<file path="src/rtl/uart_rpt_pkg.sv">
// Shared constants, state type and frame-length helpers for the UART report formatter.
// The frame grows by two checksum digits when UART_RPT_CHECKSUM_EN is defined.
package uart_rpt_pkg;

    localparam logic [7:0] COLON = 8'h3A;
    localparam logic [7:0] CR    = 8'h0D;
    localparam logic [7:0] LF    = 8'h0A;

    typedef enum logic [1:0] {
        IDLE,
        SEND,
        GAP
    } state_t;

`ifdef UART_RPT_CHECKSUM_EN
    localparam int CHK_BYTES = 2;
`else
    localparam int CHK_BYTES = 0;
`endif

    // Tag, colon and four digits, plus the optional checksum digits, precede the EOL.
    localparam int BODY_LEN       = 6 + CHK_BYTES;
    localparam int FRAME_LEN_CRLF = BODY_LEN + 2;
    localparam int FRAME_LEN_LF   = BODY_LEN + 1;

    function automatic int frame_len(input bit eol_crlf);
        return eol_crlf ? FRAME_LEN_CRLF : FRAME_LEN_LF;
    endfunction

endpackage

</file>
<file path="src/rtl/nibble_to_ascii.sv">
// Combinational 4-bit to uppercase ASCII hex character converter.
module nibble_to_ascii (
    input  logic [3:0] nibble,
    output logic [7:0] ascii
);

    always_comb begin
        ascii = (nibble < 4'd10) ? (8'h30 + {4'h0, nibble}) : (8'h37 + {4'h0, nibble});
    end

endmodule

</file>
<file path="src/rtl/uart_report_tx.sv">
// Formats a latched tag and 16-bit value as an ASCII hex frame and pushes it into the UART TX FIFO.
// Optional macro UART_RPT_CHECKSUM_EN inserts two XOR-checksum hex digits before the EOL.
module uart_report_tx
    import uart_rpt_pkg::*;
#(
    parameter int EOL_CRLF = 1,
    parameter int HOLDOFF  = 0
) (
    input  logic        clk,
    input  logic        rst,
    input  logic        i_req,
    input  logic [7:0]  i_tag,
    input  logic [15:0] i_data,
    input  logic        i_tx_full,
    output logic [7:0]  o_tx_data,
    output logic        o_tx_push,
    output logic        o_busy,
    output logic        o_done
);

    localparam int          FRAME_LEN   = frame_len(EOL_CRLF != 0);
    localparam logic [3:0]  LAST_IDX    = 4'(FRAME_LEN - 1);
    localparam logic [3:0]  EOL_IDX     = 4'(BODY_LEN);
    localparam logic [15:0] HOLDOFF_CNT = 16'(HOLDOFF);

    state_t      state;
    logic [3:0]  idx;
    logic [7:0]  tag_q;
    logic [15:0] data_q;
    logic [15:0] gap_cnt;
    logic        done_q;
    logic [7:0]  tx_byte;
    logic [3:0][7:0] digit;

    for (genvar g = 0; g < 4; g++) begin : g_digit
        nibble_to_ascii u_digit (
            .nibble(data_q[15 - 4*g -: 4]),
            .ascii (digit[g])
        );
    end

`ifdef UART_RPT_CHECKSUM_EN
    logic [7:0] chk;
    logic [7:0] chk_hi;
    logic [7:0] chk_lo;

    assign chk = tag_q ^ COLON ^ digit[0] ^ digit[1] ^ digit[2] ^ digit[3];

    nibble_to_ascii u_chk_hi (.nibble(chk[7:4]), .ascii(chk_hi));
    nibble_to_ascii u_chk_lo (.nibble(chk[3:0]), .ascii(chk_lo));
`endif

    always_comb begin
        tx_byte = 8'h00;
        if (state == SEND) begin
            if (idx == 4'd0)
                tx_byte = tag_q;
            else if (idx == 4'd1)
                tx_byte = COLON;
            else if (idx < 4'd6)
                tx_byte = digit[2'(idx - 4'd2)];
`ifdef UART_RPT_CHECKSUM_EN
            else if (idx == 4'd6)
                tx_byte = chk_hi;
            else if (idx == 4'd7)
                tx_byte = chk_lo;
`endif
            else if ((EOL_CRLF != 0) && (idx == EOL_IDX))
                tx_byte = CR;
            else
                tx_byte = LF;
        end
    end

    // GAP lasts exactly HOLDOFF cycles; requests are only accepted once back in IDLE.
    always_ff @(posedge clk or posedge rst) begin
        if (rst) begin
            state   <= IDLE;
            idx     <= 4'd0;
            tag_q   <= 8'h00;
            data_q  <= 16'h0000;
            gap_cnt <= 16'h0000;
            done_q  <= 1'b0;
        end else begin
            done_q <= 1'b0;
            case (state)
                IDLE: begin
                    if (i_req) begin
                        tag_q  <= i_tag;
                        data_q <= i_data;
                        idx    <= 4'd0;
                        state  <= SEND;
                    end
                end
                SEND: begin
                    if (!i_tx_full) begin
                        if (idx == LAST_IDX) begin
                            done_q <= 1'b1;
                            idx    <= 4'd0;
                            if (HOLDOFF > 0) begin
                                gap_cnt <= HOLDOFF_CNT;
                                state   <= GAP;
                            end else begin
                                state <= IDLE;
                            end
                        end else begin
                            idx <= idx + 4'd1;
                        end
                    end
                end
                GAP: begin
                    gap_cnt <= gap_cnt - 16'd1;
                    if (gap_cnt <= 16'd1)
                        state <= IDLE;
                end
                default: state <= IDLE;
            endcase
        end
    end

    assign o_tx_push = (state == SEND) && !i_tx_full;
    assign o_tx_data = tx_byte;
    assign o_busy    = (state != IDLE);
    assign o_done    = done_q;

endmodule

</file>
<file path="config.mk">
export PLATFORM = sky130hd
export DESIGN_NAME = uart_report_tx
export DESIGN_NICKNAME = d
export VERILOG_FILES = /design/src/rtl/uart_rpt_pkg.sv /design/src/rtl/nibble_to_ascii.sv /design/src/rtl/uart_report_tx.sv
export SDC_FILE = /design/constraint.sdc
export NUM_CORES = 1
export LEC_CHECK = 0
export BUFFER_PORTS_ARGS = -buffer_cell sky130_fd_sc_hd__buf_2
export CAP_MARGIN = 15
export CORE_UTILIZATION = 58
export DETAILED_ROUTE_END_ITERATION = 16
export GPL_ROUTABILITY_DRIVEN = 0
export PLACE_DENSITY = 0.84
export SETUP_SLACK_MARGIN = 0.05
export SLEW_MARGIN = 40
export SYNTH_ARGS = -nofsm -noshare
export SYNTH_HDL_FRONTEND = slang
export SYNTH_SLANG_ARGS = --single-unit
</file>
<file path="constraint.sdc">
create_clock -name clk -period 3.85 [get_ports clk]
set_clock_uncertainty 0.05 [all_clocks]
set_input_delay 0.77 -clock clk [delete_from_list [all_inputs] [get_ports clk]]
set_output_delay 0.77 -clock clk [all_outputs]
set_load 0.01 [all_outputs]
</file>
; ---- Word-level counts from Yosys, hierarchy flattened
; Cells that the tools add are included.
[op_classes]
add_sub_neg = 11
multipliers = 0
n_div = 0
n_lt_le_gt_ge = 7
n_eq_ne = 9
shifts = 0
muxes = 23
bitwise_logic = 0
n_reduce_logical = 9
[ops]
columns = cell, n
row1 = $mux W8, 9
row2 = $add A6 B4 Y7 const A, 8
row3 = $bmux W8 S2, 1
row4 = $le A16 B1 Y1 const B, 1
row5 = $lt A4 B4 Y1 const B, 4
row6 = $sub A16 B1 Y16 const B, 1
row7 = $mux W4, 3
row8 = $eq A4 B3 Y1 const B, 2
row9 = $mux W2, 4
row10 = $pmux W4 S2, 1
row11 = $ne A2 B2 Y1 const B, 3
row12 = $pmux W2 S3, 1
row13 = $add A4 B1 Y4 const B, 1
row14 = $eq A4 B1 Y1 const B, 1
row15 = $logic_not A4 Y1, 1
row16 = $lt A4 B3 Y1 const B, 1
row17 = $reduce_and A4 Y1, 1
row18 = $reduce_bool A2 Y1, 2
row19 = $lt A2 B3 Y1 const B, 1
row20 = $mux W1, 3
row21 = $mux W3, 1
row22 = $reduce_and A3 Y1, 1
row23 = $eq A2 B1 Y1 const B, 1
row24 = $eq A2 B2 Y1 const B, 1
row25 = other kinds (6), 6
[word_totals]
regBits = 47
latch_bits = 0
ramBits = 0
mem_bits_ro = 0
wordCells = 65
n_memories = 0

; ---- Depth between registers and ports, before layout
; Gate-level depths: netlist (run 1).
[depth]
word_depth = 8
mapped_depth = 7

; ---- Cells and area by module
; A second synthesis (run 1) with hierarchy kept.
[unflattened]
cells_unflattened = 192
area_unflattened_um2 = 2058.2
[by_module_without_submodules]
columns = module, n_inst, cells_each, area_each_um2
row1 = uart_report_tx, 1, 128, 1637.8
row2 = nibble_to_ascii, 4, 16, 105.1

; ---- Least setup slack after synthesis (run 1)
; No wires, ideal clock.
[synth_timing]
kind = register -> output
startpoint = register data_q[9]
endpoint = output o_tx_data[2]
arrival_ps = 1685
t_required_ps = 3030
path_slack_ps = 1345
stages_incl_launch_ff = 8
n_path_buf = 0
path_cell_list = dfrtp_1 inv_2 ha_1 nand2_1 or3_1 a41oi_1 o311ai_1 a311oi_1
[synth_via]
elab_chain_cells = 8
elab_cells_between_ends = 10
classes_between = add/sub: 2 / order compare: 1 / mux: 7
[synth_lines]
columns = element, line
row1 = start: declaration, uart_report_tx.sv:29  ; logic [15:0] data_q;
row2 = start signal: assignment, uart_report_tx.sv:90  ; data_q <= i_data;
row3 = $add A6 B4 Y7 / $lt A4 B4 Y1 (equally long branches), nibble_to_ascii.sv:8  ; ascii = (nibble < 4'd10) ? (8'h30 + {4'h0, nibble}) : (8'h37 + {4'h0, nibble});
row4 = $mux W8 (*), nibble_to_ascii.sv:8
row5 = $bmux W8 S2 (*), uart_report_tx.sv:61  ; tx_byte = digit[2'(idx - 4'd2)];
row6 = $mux W8 (not written as such) (*), uart_report_tx.sv:61
row7 = $mux W8 (*), uart_report_tx.sv:60  ; else if (idx < 4'd6)
row8 = $mux W8 (*), uart_report_tx.sv:58  ; else if (idx == 4'd1)
row9 = $mux W8 (*), uart_report_tx.sv:56  ; if (idx == 4'd0)
row10 = $mux W8 (*), uart_report_tx.sv:55  ; if (state == SEND) begin
row11 = end: declaration, uart_report_tx.sv:15  ; output logic [7:0] o_tx_data,
; Mark *: on every way between the ends. The rest lies on a longest branch, timed or not. The select of a mux whose other input is x is not followed.

; ---- Worst setup path after layout (run 1)
[layout_timing]
startpoint = register idx[0]
endpoint = output o_tx_data[2]
[layout_via]
elab_chain_cells = 7
elab_cells_between_ends = 12
classes_between = add/sub: 1 / order compare: 1 / eq/ne: 2 / mux: 7 / reduce/logical: 1
[layout_lines]
columns = element, line
row1 = start: declaration, uart_report_tx.sv:27  ; logic [3:0] idx;
row2 = start signal: assignment, uart_report_tx.sv:107  ; idx <= idx + 4'd1;
row3 = $sub A2 B2 Y2, uart_report_tx.sv:61
row4 = $bmux W8 S2, uart_report_tx.sv:61
row5 = $mux W8 (not written as such), uart_report_tx.sv:61
row6 = $mux W8, uart_report_tx.sv:60
row7 = $mux W8, uart_report_tx.sv:58
row8 = $mux W8 (*), uart_report_tx.sv:56
row9 = $mux W8 (*), uart_report_tx.sv:55
; Marks and branches as above.

==> PnR_summary.wiki, run 1 <==
{| class="wikitable"
! Metric !! Value
|-
| Overall fraction of global-route tracks in use || 25.4%
|-
| FF-to-FF End || idx[3]
|-
| WP data arrival || 2.44 ns
|-
| Initial standard-cell utilization of the core || 63.8%
|-
| Fraction of final layout cells with drive strength greater than 1 || 28.0%
|-
| Setup slack of the worst register-to-register path || 1.97 ns
|-
| Synthesized area per cell || 9.14 um^2
|-
| Via count || 1,599
|-
| Share of synthesized area spent on multiplexers || 11.1%
|-
| Ys async rst share || 100%
|-
| Number of fill cells || 231
|-
| I/O pin count || 39
|-
| Synthesized net count || 235
|-
| Latest clock arrival within the worst-skew pair || 0.32 ns
|-
| Maximum number of pins on one net before global-route repair || 35
|-
| Setup-violating endpoint count in the final report || 0
|-
| Post-layout nets || 274
|-
| Vias in the first global route || 1,435
|-
| Count of input and output buffers || 38
|-
| R2R Path Start || idx[0]
|-
| Critical path capture point || o_tx_data[2]
|-
| Initial antenna violation count || 0
|-
| Cell Area, Synth || 0.00182 mm^2
|-
| Number of distinct library cells after synthesis || 39
|-
| Number of standard cells in the final layout excluding fillers || 270
|-
| XOR/XNOR Fraction of Synth Area || 1.93%
|-
| Slew of the pin with the lowest slew margin || 0.495 ns
|-
| Number of antenna-violating nets in the routed design || 0
|-
| Data required, critical path || 3.03 ns
|-
| Compound-gate portion of the synthesized area || 19.7%
|-
| Most common cell after layout, fill and taps aside || buf_2
|-
| Logic depth of the worst register-to-register path || 4
|-
| Clock buffer depth || 2
|-
| Predominant post-synthesis flop cell || dfrtp_1
|-
| Portion of the post-synthesis area used by sequential elements || 41.3%
|-
| Htree depth || 2
|-
| Register clock-pin slew on the reported worst setup and hold paths || 0.10 ns
|-
| Adder and majority gate portion of the synthesized area || 5.50%
|-
| Highest net fanout along the worst path || 16
|-
| Highest-count cells in the layout ignoring fill and taps || buf_2, dfrtp_1, nand2_1
|-
| Synthesis-stage register bit count || 30
|-
| Cell Count Post-Placement || 262
|-
| Final setup TNS || 0 ns
|-
| # clock sinks || 30
|-
| Hold Crit Class || in -> async
|-
| Static leakage || 0.000966 uW
|-
| Largest family of logic cells by synthesized area || compound AO/OA/AOI/OAI gates
|-
| Total Die Area || 0.00336 mm^2
|-
| Die Span X || 58.0 um
|-
| Synthesis Warnings || 0
|-
| Crit share post-route || 84.7%
|-
| Worst voltage drop across the vdd grid || 0.000480 V
|-
| Average wire length per cell after detail routing || 13.7 um
|-
| Sum of net half-perimeters after detailed placement || 2.74 mm
|-
| Final count of hold timing violations || 0
|-
| Simple-Gate Fraction of Synth Area || 15.4%
|-
| Headroom to the max-slew limit || 67.0%
|-
| Core area || 0.00285 mm^2
|-
| First-pass GRT wire length || 6.44 mm
|-
| Origin of the worst setup path || idx[0]
|-
| Number of buffers added by the clock tree synthesis step || 5
|-
| Count of flip-flops with a built-in enable after synthesis || 0
|-
| Synth Instances || 199
|-
| Crit start category || register
|-
| Crit end category || output pin
|-
| Detailed router's first-iteration violation count || 88
|-
| Outcome || finished with violations
|-
| Wirelength, routed || 3.71 mm
|-
| Detailed-route DRC error count || 1
|-
| Clock root buffer || clkbuf_4
|-
| Violations in the final reports || design-rule violations
|-
| Core Rows || 19
|-
| Number of antenna diodes || 0
|-
| First-pass DRT Iterations || 10
|-
| Power per cell area || 872 mW/mm^2
|-
| Detail-routed via count per cell || 5.92
|-
| Total of hold buffers inserted after clock tree synthesis || 0
|-
| CTS-repair resized insts || 0
|-
| Synth-to-layout area growth || 15.9%
|-
| Critical path type || reg -> out
|-
| Y dimension of the die || 58.0 um
|-
| CTS tree || built
|-
| Clock period minus worst slack || 3.26 ns
|-
| Maximum Capacitance Violations || 0
|-
| Total setup buffers inserted after CTS || 0
|-
| Count of pins over their slew limit || 0
|-
| Setup repair after global routing missed its margin || false
|-
| Timing-limited maximum frequency || 0.307 GHz
|-
| Leftover overflow at the end of global routing || 0
|}
## registers in the layout (all words and copies together) (netlist names)
register,count
data_q,16
state,1
o_done,1
tag_q,8
idx,4
## logic make-up after synthesis
kind of cell / count (synthesis)
muxes: 17
AOI/OAI and AO/OA: 59
and+or+nand+nor: 58
DFF: 30
buffers and inverters: 23
adders and majority gates: 8
xor gates and xnor gates: 4
## routing by layer
metal,GRT usage (%),routed length (um),part of all wire [%]
met1,34.8,1710,46
met2,40.6,1730,47
met3,6.03,188,5.1
met4,7.48,76,2.1
met5,0,0,0
## worst max-delay path, cell delays in order, from the launching register on
cell	delay, ns
dfrtp_1	0.65
inv_1	0.24
ha_1	0.30
nor2_1	0.13
o22ai_1	0.09
nor2_1	0.17
a21oi_1	0.06
a311oi_1	0.28
buf_2	0.18
## cell type report
class	instances	area [um^2]	area share, %
multi-input combinational	146	980	46.5
tap	31	38.8	1.84
inverter	15	56.3	2.67
clock inverter	3	40.0	1.90
timing repair buffer	40	205	9.73
sequential	30	751	35.6
clock buffer	5	37.5	1.78
## metrics by stage
| stage | instance area, um^2 | power [uW] | hold WS, ns | util, % | setup WS (ns) |
|---|---|---|---|---|---|
| floorplan | 1820 | 1310 | 0.423 | - | 1.35 |
| global placement | 2030 | 1570 | 0.440 | 71.2 | 1.06 |
| detailed placement | 2030 | 1590 | 0.443 | 71.2 | 0.994 |
| CTS | 2110 | 1840 | 0.446 | 73.9 | 0.629 |
| global route | 2110 | 1990 | 0.475 | 73.9 | 0.312 |
| finish | 2110 | 1840 | 0.440 | 73.9 | 0.591 |
## report_power, final
group	total, uW	internal [uW]	leakage (uW)	switching [uW]
Combinational	930	450	0.000556	480
Sequential	666	459	0.000365	207
Clock	242	134	0.0000450	107
Total	1840	1040	0.000966	794
## cells in the mapped netlist, types with 3 or more instances
cell / n / share of area [%]
nor2b_1: 3 / 1.0
inv_1: 14 / 2.9
nor3_1: 6 / 1.7
o22ai_1: 3 / 1.0
nand2b_1: 3 / 1.0
xnor2_1: 4 / 1.9
buf_2: 4 / 1.1
nor2_1: 10 / 2.1
nand2_1: 24 / 5.0
o21ai_0: 23 / 6.3
a21oi_1: 16 / 4.4
a211oi_1: 4 / 1.7
or3_1: 3 / 1.0
mux2_2: 16 / 9.9
clkbuf_1: 4 / 0.83
ha_1: 8 / 5.5
dfrtp_1: 30 / 41
## how the worst min path moves through the flow
stage	startpoint	end	slack, ns
2_1_floorplan	tag_q[7]	tag_q[7]	0.42
3_5_place_dp	tag_q[3]	tag_q[3]	0.44
4_1_cts	rst	tag_q[5]	0.45
6_report	rst	tag_q[5]	0.44
5_1_grt	rst	tag_q[5]	0.48
3_3_place_gp	tag_q[3]	tag_q[3]	0.44
No activity file was read; power rests on OpenSTA's default activity.
==> run 2, diff against run 1 <==
- CORE_UTILIZATION: 58 -> 54
- PLACE_DENSITY: 0.84 -> 0.79
- clock period: 3.85 -> 3.41 ns (I/O delays scaled with it)
==> PnR_summary.wiki, run 2 (synthesis gave the netlist of run 1 again) <==
{| class="wikitable"
! Metric !! Value
|-
| Outcome || finished clean (was finished with violations)
|-
| Largest register by flop count || data_q (unchanged)
|-
| Y dimension of the die || 60.0 um (was 58.0 um)
|-
| Switch share || 44.3% (was 43.2%)
|-
| Number of fill cells || 273 (was 231)
|-
| Latest clock arrival within the worst-skew pair || 0.33 ns (was 0.32 ns)
|-
| Detailed-route DRC error count || 0 (was 1)
|-
| Wirelength, routed || 3.84 mm (was 3.71 mm)
|-
| Power spent charging and discharging nets || 902 uW (was 794 uW)
|-
| Highest net fanout along the worst path || 5 (was 16)
|-
| Fraction of final layout cells with drive strength greater than 1 || 28.3% (was 28.0%)
|-
| Total setup buffers inserted after CTS || 0 (unchanged)
|-
| Crit start category || register (unchanged)
|-
| Data required, critical path || 2.68 ns (was 3.03 ns)
|-
| Die Span X || 60.0 um (was 58.0 um)
|-
| Leftover overflow at the end of global routing || 0 (unchanged)
|-
| Vias in the first global route || 1,399 (was 1,435)
|-
| Core Rows || 20 (was 19)
|-
| Critical path type || reg -> out (unchanged)
|-
| # clock sinks || 30 (unchanged)
|-
| Worst hold-check slack || 0.347 ns (was 0.440 ns)
|-
| Sum of net half-perimeters after detailed placement || 2.85 mm (was 2.74 mm)
|-
| Slew of the pin with the lowest slew margin || 0.444 ns (was 0.495 ns)
|-
| Sequential share of power || 36.1% (was 36.3%)
|-
| Logic depth of the worst register-to-register path || 5 (was 4)
|-
| FF-to-FF End || idx[2] (was idx[3])
|-
| Number of standard cells in the final layout excluding fillers || 284 (was 270)
|-
| Maximum number of pins on one net before global-route repair || 34 (was 35)
|-
| WP data arrival || 2.29 ns (was 2.44 ns)
|-
| Static leakage || 0.000960 uW (was 0.000966 uW)
|-
| Cell Count Post-Placement || 276 (was 262)
|-
| Timing-limited maximum frequency || 0.331 GHz
|-
| Register clock-pin slew on the reported worst setup and hold paths || 0.09 ns (was 0.10 ns)
|-
| Crit share post-route || 88.7%
|-
| First-pass GRT wire length || 6.11 mm (was 6.44 mm)
|-
| Detailed router's first-iteration violation count || 62 (was 88)
|-
| Post-layout util || 67.6% (was 73.9%)
|-
| Pre-CTS setup slack || 0.654 ns (was 0.994 ns)
|-
| Core area || 0.00313 mm^2 (was 0.00285 mm^2)
|-
| Most common cell after layout, fill and taps aside || buf_2 (unchanged)
|-
| Max FFs per register || 16 (unchanged)
|-
| Synth-to-layout area growth || 16.3% (was 15.9%)
|-
| Highest-count cells in the layout ignoring fill and taps || buf_2, dfrtp_1, nand2_1 (unchanged)
|-
| Worst voltage drop across the vdd grid || 0.000474 V (was 0.000480 V)
|-
| First-pass DRT Iterations || 4 (was 10)
|-
| Clock root buffer || clkbuf_4 (unchanged)
|-
| Total of hold buffers inserted after clock tree synthesis || 0 (unchanged)
|-
| Headroom to the max-slew limit || 69.9% (was 67.0%)
|-
| Final setup TNS || 0 ns (unchanged)
|-
| Setup repair after global routing missed its margin || false (unchanged)
|-
| Area taken by multi-input logic gates || 980 um^2 (unchanged)
|-
| Clock buffer depth || 2 (unchanged)
|-
| Count of pins over their slew limit || 0 (unchanged)
|-
| Number of buffers added by the clock tree synthesis step || 5 (unchanged)
|-
| Overall fraction of global-route tracks in use || 23.3% (was 25.4%)
|-
| R2R Path Start || state[0] (was idx[0])
|-
| CTS-repair resized insts || 0 (unchanged)
|-
| Hold Crit Class || in -> async (unchanged)
|-
| Via count || 1,585 (was 1,599)
|-
| Maximum Capacitance Violations || 0 (unchanged)
|-
| Power share of the clock group || 10.6% (was 13.2%)
|-
| Initial antenna violation count || 0 (unchanged)
|-
| Number of antenna-violating nets in the routed design || 0 (unchanged)
|-
| Total Die Area || 0.00360 mm^2 (was 0.00336 mm^2)
|-
| Biggest regs || data_q: 16 flops, tag_q: 8 flops, idx: 4 flops (unchanged)
|-
| Htree depth || 2 (unchanged)
|-
| Final count of hold timing violations || 0 (unchanged)
|-
| Setup slack of the worst register-to-register path || 1.81 ns (was 1.97 ns)
|-
| Final WS setup || 0.385 ns (was 0.591 ns)
|-
| Number of antenna diodes || 0 (unchanged)
|-
| Crit end category || output pin (unchanged)
|-
| Count of input and output buffers || 38 (unchanged)
|-
| Detail-routed via count per cell || 5.58 (was 5.92)
|-
| Setup-violating endpoint count in the final report || 0 (unchanged)
|-
| Internal power of the cells || 1140 uW (was 1040 uW)
|-
| Power per cell area || 963 mW/mm^2 (was 872 mW/mm^2)
|-
| CTS tree || built (unchanged)
|-
| Average wire length per cell after detail routing || 13.5 um (was 13.7 um)
|-
| Clock period minus worst slack || 3.02 ns
|-
| Sequential cell area || 752 um^2 (was 751 um^2)
|-
| Logic pwr share || 53.3% (was 50.6%)
|-
| Post-layout nets || 275 (was 274)
|-
| Initial standard-cell utilization of the core || 58.2% (was 63.8%)
|-
| I/O pin count || 39 (unchanged)
|}
[run 2: stage by stage]
stage / instance area, um^2 / total power [uW]
floorplan: 1820 / 1480
global placement: 2050 / 1780
detailed placement: 2050 / 1810
CTS: 2110 / 2030
finish: 2120 / 2040
global route: 2120 / 2210
[run 2: worst max path at each step]
stage	start	endpoint	slack, ns	cells after the start
after global placement	idx[1]	o_tx_data[2]	0.72	8
after floorplan	data_q[9]	o_tx_data[2]	0.99	7
after detailed placement	idx[1]	o_tx_data[0]	0.65	8
after CTS	idx[1]	o_tx_data[0]	0.29	8
final	data_q[9]	o_tx_data[2]	0.39	8
after global routing	data_q[9]	o_tx_data[2]	0.21	8
[run 2: per-layer routing]
metal / vias up / wire [um] / track usage, %
li1: 795 / - / -
met1: 746 / 1850 / 31.3
met2: 39 / 1780 / 36.0
met3: 5 / 161 / 5.41
met4: 0 / 48 / 9.97
met5: - / 0 / 0
[run 2: layout make-up]
cell class,instances,share of cell area (%)
Clock buffer,7,2.60
Tap cell,44,2.60
Timing Repair Buffer,41,10.1
Sequential cell,30,35.5
Inverter,15,2.66
Clock inverter,1,0.237
Multi-Input combinational cell,146,46.3
[run 2: worst max-delay path, stage by stage (launching register included)]
cell and delay, ns:
dfrtp_1 0.43, inv_2 0.09, ha_1 0.16, nand2_1 0.07, or3_1 0.32, a41oi_1 0.26
o311ai_1 0.20, a311oi_1 0.28, buf_2 0.17
[run 2: power groups by stage]
stage | Sequential [uW] | Combinational (uW) | Clock [uW]
6_report | 735 | 1090 | 217
5_1_grt | 764 | 1210 | 237
4_1_cts | 727 | 1080 | 221
3_5_place_dp | 734 | 1080 | 0
3_3_place_gp | 730 | 1050 | 0
2_1_floorplan | 655 | 828 | 0
